`config.mk`:
```
export PLATFORM = sky130hd
export DESIGN_NAME = change_dispense_ctrl
export DESIGN_NICKNAME = d
export VERILOG_FILES = /design/src/rtl/change_dispense_ctrl.sv
export SDC_FILE = /design/constraint.sdc
export NUM_CORES = 1
export LEC_CHECK = 0
export CAP_MARGIN = 10
export CELL_PAD_IN_SITES_DETAIL_PLACEMENT = 2
export CELL_PAD_IN_SITES_GLOBAL_PLACEMENT = 2
export CORE_ASPECT_RATIO = 0.6
export CORE_MARGIN = 2
export CORE_UTILIZATION = 26
export CTS_CLUSTER_SIZE = 20
export DETAILED_ROUTE_END_ITERATION = 8
export PLACE_DENSITY = 0.79
export RECOVER_POWER = 50
export SYNTH_ARGS = -nofsm -noshare
export SYNTH_HDL_FRONTEND = slang
export SYNTH_SLANG_ARGS = --single-unit
```
`constraint.sdc`:
```
create_clock -name i_clk -period 2.7 [get_ports i_clk]
set_clock_uncertainty 0.1 [all_clocks]
set_input_delay 0.54 -clock i_clk [delete_from_list [all_inputs] [get_ports i_clk]]
set_output_delay 0.54 -clock i_clk [all_outputs]
set_load 0.02 [all_outputs]
```
`src/rtl/change_dispense_ctrl.sv`:
```
// Change dispenser sequencer: pays out an owed amount one coin at a time, largest
// denomination first, skipping empty tubes. Optional ack timeout under CHANGE_TIMEOUT_EN.
module change_dispense_ctrl #(
  parameter int ACK_TIMEOUT = 255
) (
  input  logic       i_clk,
  input  logic       i_reset,
  input  logic       i_start,
  input  logic [7:0] i_amount,
  input  logic       i_quarter_empty,
  input  logic       i_dime_empty,
  input  logic       i_nickle_empty,
  input  logic       i_coin_ack,
  output logic       o_coin_req,
  output logic [1:0] o_coin_type,
  output logic       o_busy,
  output logic       o_done,
  output logic [7:0] o_remaining,
  output logic       o_error
);

  // state  | meaning
  // IDLE   | waiting for start
  // SELECT | pick next coin, or finish when nothing is owed
  // REQ    | coin_req held until the dispenser acks
  // DONE   | one-cycle done pulse
  localparam logic [1:0] S_IDLE   = 2'd0;
  localparam logic [1:0] S_SELECT = 2'd1;
  localparam logic [1:0] S_REQ    = 2'd2;
  localparam logic [1:0] S_DONE   = 2'd3;

  localparam logic [1:0] COIN_PENNY   = 2'b00;
  localparam logic [1:0] COIN_NICKLE  = 2'b01;
  localparam logic [1:0] COIN_DIME    = 2'b10;
  localparam logic [1:0] COIN_QUARTER = 2'b11;

  logic [1:0] r_state;
  logic       r_coin_req;
  logic [1:0] r_coin_type;
  logic       r_busy;
  logic       r_done;
  logic [7:0] r_remaining;

  logic [1:0] w_sel_type;
  logic [7:0] w_coin_val;

  // Penny is always available, so it is the fallback when nothing larger fits.
  always_comb begin
    w_sel_type = COIN_PENNY;
    if (!i_quarter_empty && (r_remaining >= 8'd25)) begin
      w_sel_type = COIN_QUARTER;
    end else if (!i_dime_empty && (r_remaining >= 8'd10)) begin
      w_sel_type = COIN_DIME;
    end else if (!i_nickle_empty && (r_remaining >= 8'd5)) begin
      w_sel_type = COIN_NICKLE;
    end
  end

  always_comb begin
    w_coin_val = 8'd1;
    case (r_coin_type)
      COIN_QUARTER: w_coin_val = 8'd25;
      COIN_DIME:    w_coin_val = 8'd10;
      COIN_NICKLE:  w_coin_val = 8'd5;
      default:      w_coin_val = 8'd1;
    endcase
  end

`ifdef CHANGE_TIMEOUT_EN
  logic [7:0] r_ack_cnt;
  logic       r_error;
  logic       w_timeout;

  assign w_timeout = (({1'b0, r_ack_cnt} + 9'd1) >= 9'(ACK_TIMEOUT));
  assign o_error   = r_error;
`else
  assign o_error   = 1'b0;
`endif

  always_ff @(posedge i_clk) begin
    if (i_reset) begin
      r_state     <= S_IDLE;
      r_coin_req  <= 1'b0;
      r_coin_type <= COIN_PENNY;
      r_busy      <= 1'b0;
      r_done      <= 1'b0;
      r_remaining <= 8'd0;
`ifdef CHANGE_TIMEOUT_EN
      r_ack_cnt   <= 8'd0;
      r_error     <= 1'b0;
`endif
    end else begin
      case (r_state)
        S_IDLE: begin
          r_done <= 1'b0;
          if (i_start) begin
            r_remaining <= i_amount;
            r_busy      <= 1'b1;
            r_state     <= S_SELECT;
`ifdef CHANGE_TIMEOUT_EN
            r_error     <= 1'b0;
`endif
          end
        end
        S_SELECT: begin
          if (r_remaining == 8'd0) begin
            r_busy  <= 1'b0;
            r_done  <= 1'b1;
            r_state <= S_DONE;
          end else begin
            r_coin_type <= w_sel_type;
            r_coin_req  <= 1'b1;
            r_state     <= S_REQ;
`ifdef CHANGE_TIMEOUT_EN
            r_ack_cnt   <= 8'd0;
`endif
          end
        end
        S_REQ: begin
          // Coin value never exceeds remaining, so this cannot wrap.
          if (i_coin_ack) begin
            r_remaining <= r_remaining - w_coin_val;
            r_coin_req  <= 1'b0;
            r_state     <= S_SELECT;
`ifdef CHANGE_TIMEOUT_EN
          end else if (w_timeout) begin
            r_error    <= 1'b1;
            r_coin_req <= 1'b0;
            r_busy     <= 1'b0;
            r_done     <= 1'b1;
            r_state    <= S_DONE;
          end else begin
            r_ack_cnt <= r_ack_cnt + 8'd1;
`endif
          end
        end
        S_DONE: begin
          r_done  <= 1'b0;
          r_state <= S_IDLE;
        end
        default: begin
          r_state <= S_IDLE;
        end
      endcase
    end
  end

  assign o_coin_req  = r_coin_req;
  assign o_coin_type = r_coin_type;
  assign o_busy      = r_busy;
  assign o_done      = r_done;
  assign o_remaining = r_remaining;

endmodule
```
==> flow_summary.toml <==
[run_status]
status = "complete, no violations"

[clock_network]
cts_resized = 0
hold_buffers = 0
cts_buffer_depth = 2
post-cts-setup-buffer-count = 0
cts.clk_slew.worst_paths_ps = 70
cts-buffers-inserted = 3
cts_tree = "yes"
clock-root-buffer = "clkbuf_8"
cts.htree.levels = 1
cts_sinks = 15
insertion_delay_ps = 260

[logic_synthesis]
synth-async-reset-ratio_pct = 0
yosysTopAreaCell = "dfxtp_1"
syn_avg_cell_area_sq_um = 7.80
yosysWarnings = 0
synth_cell_types = 41
syn-num-nets = 161
syn-cell-area_sq_mm = 0.00106
synth.top_cell.area_share_pct = 28.3
synth_edf_count = 0
synthFlopType = "dfxtp_1"
seq_area_frac_synth_pct = 28.3
postSynthCellCount = 136
ys_seq_elements = 15
yosys-top-cells-area = "dfxtp_1, ha_1, nand2_1"

[pwr]
p_total_mw = 1.42
p_int_uw = 741
pwr-share-seq_pct = 26.1
ir_drop_mv = 0.324
p_leak_nw = 0.567
comb_power_share_pct = 60.2
switching_share_pct = 47.9
power.net_switching_uw = 682
p_per_area_mw_per_mm2 = 997
clkPwrFrac_pct = 13.7

[global_routing]
grt_pass1_vias = 1204
grt_pass1_wl_um = 6270
antenna_found_initial = 0
grt_overflow = 0
grt_max_degree = 17
track_usage_pct = 18.4

[worst_setup_path]
cp-start-kind = "flop"
r2r_cells = 9
worstSetupPathType = "reg2reg"
cp_slowest_cell = "fa_1"
cp-end-kind = "flop"
worst_ep_required_time_ps = 2780
r2r_slack_ps = 240
arrival_ps = 2540
crit_chain = "nand2b_1, ha_1, inv_1, fa_1, a211oi_1, o21ai_1, o31ai_1, nand2_1, a21oi_1"
crit_fanout = 5
slowest_delay_ps = 440

[routing]
wl_per_cell_um = 18.6
postRouteWirelength_um = 3950
drcViolationCount = 0
drt_first_pass_iters = 4
antenna_left = 0
via_count = 1134
via_per_inst = 5.35
drtIter0Drc = 59

[sta]
min_period_over_period_pct = 91.3
setup_tns_ps = 0
finalHoldViolCount = 0
fin_crit_ps = 2460
fmax_mhz = 406
holdWs_ps = 394
rsz0062_at_grt = "false"
worst_pin_slew_ps = 586
maxSlewHeadroom_pct = 60.9
timing.final.max_slew_violations = 0
setup_viol = 0

[floorplan]
dieHeight_um = 53.5
die_w_um = 86.5
row_count = 17
start_util_pct = 28.0
die_area_sq_mm = 0.00462
io_pins = 29
core_area_sq_mm = 0.00379

[placement]
post-place-cells = 208
io_buffers = 27
dpl.hpwl_um = 3040
routabilityCongestion = 0.818

[cells_and_area]
n_antenna_cell = 0
synthToLayoutAreaGrowth_pct = 34.6
final_core_util_pct = 37.7
drive_gt1_share_pct = 5.45
mostFrequentLayoutCells = "clkdlybuf4s50_1, nand2_1, dfxtp_1"
fin_cells = 212
fill_cells = 440
final_nets = 191
layout_commonest_cell = "clkdlybuf4s50_1"

[worst_hold_path]
holdPathStages = 2
hold_path_class = "reg2reg"

[job]
max_cap_viol_count = 0
==> cell type report <==
class / count / area, sq um / area share [%]
timing repair buffer: 29 / 285 / 20.0
multi-input combinational: 106 / 696 / 48.7
clock inverter: 1 / 5.00 / 0.351
sequential: 15 / 300 / 21.0
clock buffer: 3 / 41.3 / 2.89
inverter: 11 / 41.3 / 2.89
tap: 47 / 58.8 / 4.12
==> power groups by stage <==
stage	Clock [mW]	Sequential (mW)	Combinational [mW]
5_1_grt	0.216	0.382	0.952
4_1_cts	0.202	0.374	0.867
3_3_place_gp	0	0.370	0.809
2_1_floorplan	0	0.414	0.507
3_5_place_dp	0	0.377	0.856
6_report	0.195	0.371	0.857
==> cells by family after synthesis <==
logic type | share of synthesized area [%]
buffers and inverters | 6.13
multiplexers | 2.83
other | 0.353
flip-flops | 28.3
AO/OA/AOI/OAI | 25.4
AND/OR/NAND/NOR | 22.9
adder cells (fa/ha/maj) | 12.5
XOR/XNOR | 1.65
==> metal layers <==
layer	up-vias	wire (um)	track usage, %
met5	-	0	0
met4	0	15	3.13
met3	4	193	4.99
met2	25	1710	30.8
met1	555	2020	24.0
li1	550	-	-
==> stage by stage <==
| step | setup WS, ps | area (sq um) |
|---|---|---|
| floorplan | 380 | 1060 |
| global placement | 421 | 1380 |
| detailed placement | 230 | 1380 |
| CTS | 186 | 1430 |
| global route | 38.4 | 1430 |
| finish | 236 | 1430 |
==> path summary, 6_finish.rpt <==
check                  from             end
min reg2reg          o_busy          o_busy
min                  o_busy          o_busy
max          o_coin_type[0]  o_remaining[6]
max reg2reg  o_coin_type[0]  o_remaining[6]
==> Yosys cell counts (2+ instances only) <==
| cell type | instances |
|---|---|
| a211oi_1 | 6 |
| a21o_1 | 2 |
| a21oi_1 | 7 |
| a22oi_1 | 2 |
| a31oi_1 | 2 |
| buf_4 | 2 |
| dfxtp_1 | 15 |
| ha_1 | 9 |
| inv_1 | 10 |
| mux2i_1 | 3 |
| nand2_1 | 15 |
| nand2b_1 | 2 |
| nand3_1 | 4 |
| nand3b_1 | 2 |
| nor2_1 | 14 |
| nor3_1 | 4 |
| o211ai_1 | 2 |
| o21ai_0 | 9 |
| o22ai_1 | 3 |
| xnor2_1 | 2 |
==> worst max-delay path, delay by kind of cell (launching register included) <==
kind | cells | cell delay [ps]
compound gates | 4 | 890
flops | 1 | 390
buf+inv | 1 | 50
fa+ha+maj | 2 | 630
simple gates | 2 | 320
==> sequential cells by signal, summed over array words and instances (netlist names) <==
name         count
o_busy           1
o_coin_req       1
o_coin_type      2
o_done           1
o_remaining      8
r_state          2
(Power assumes the default switching activity.)
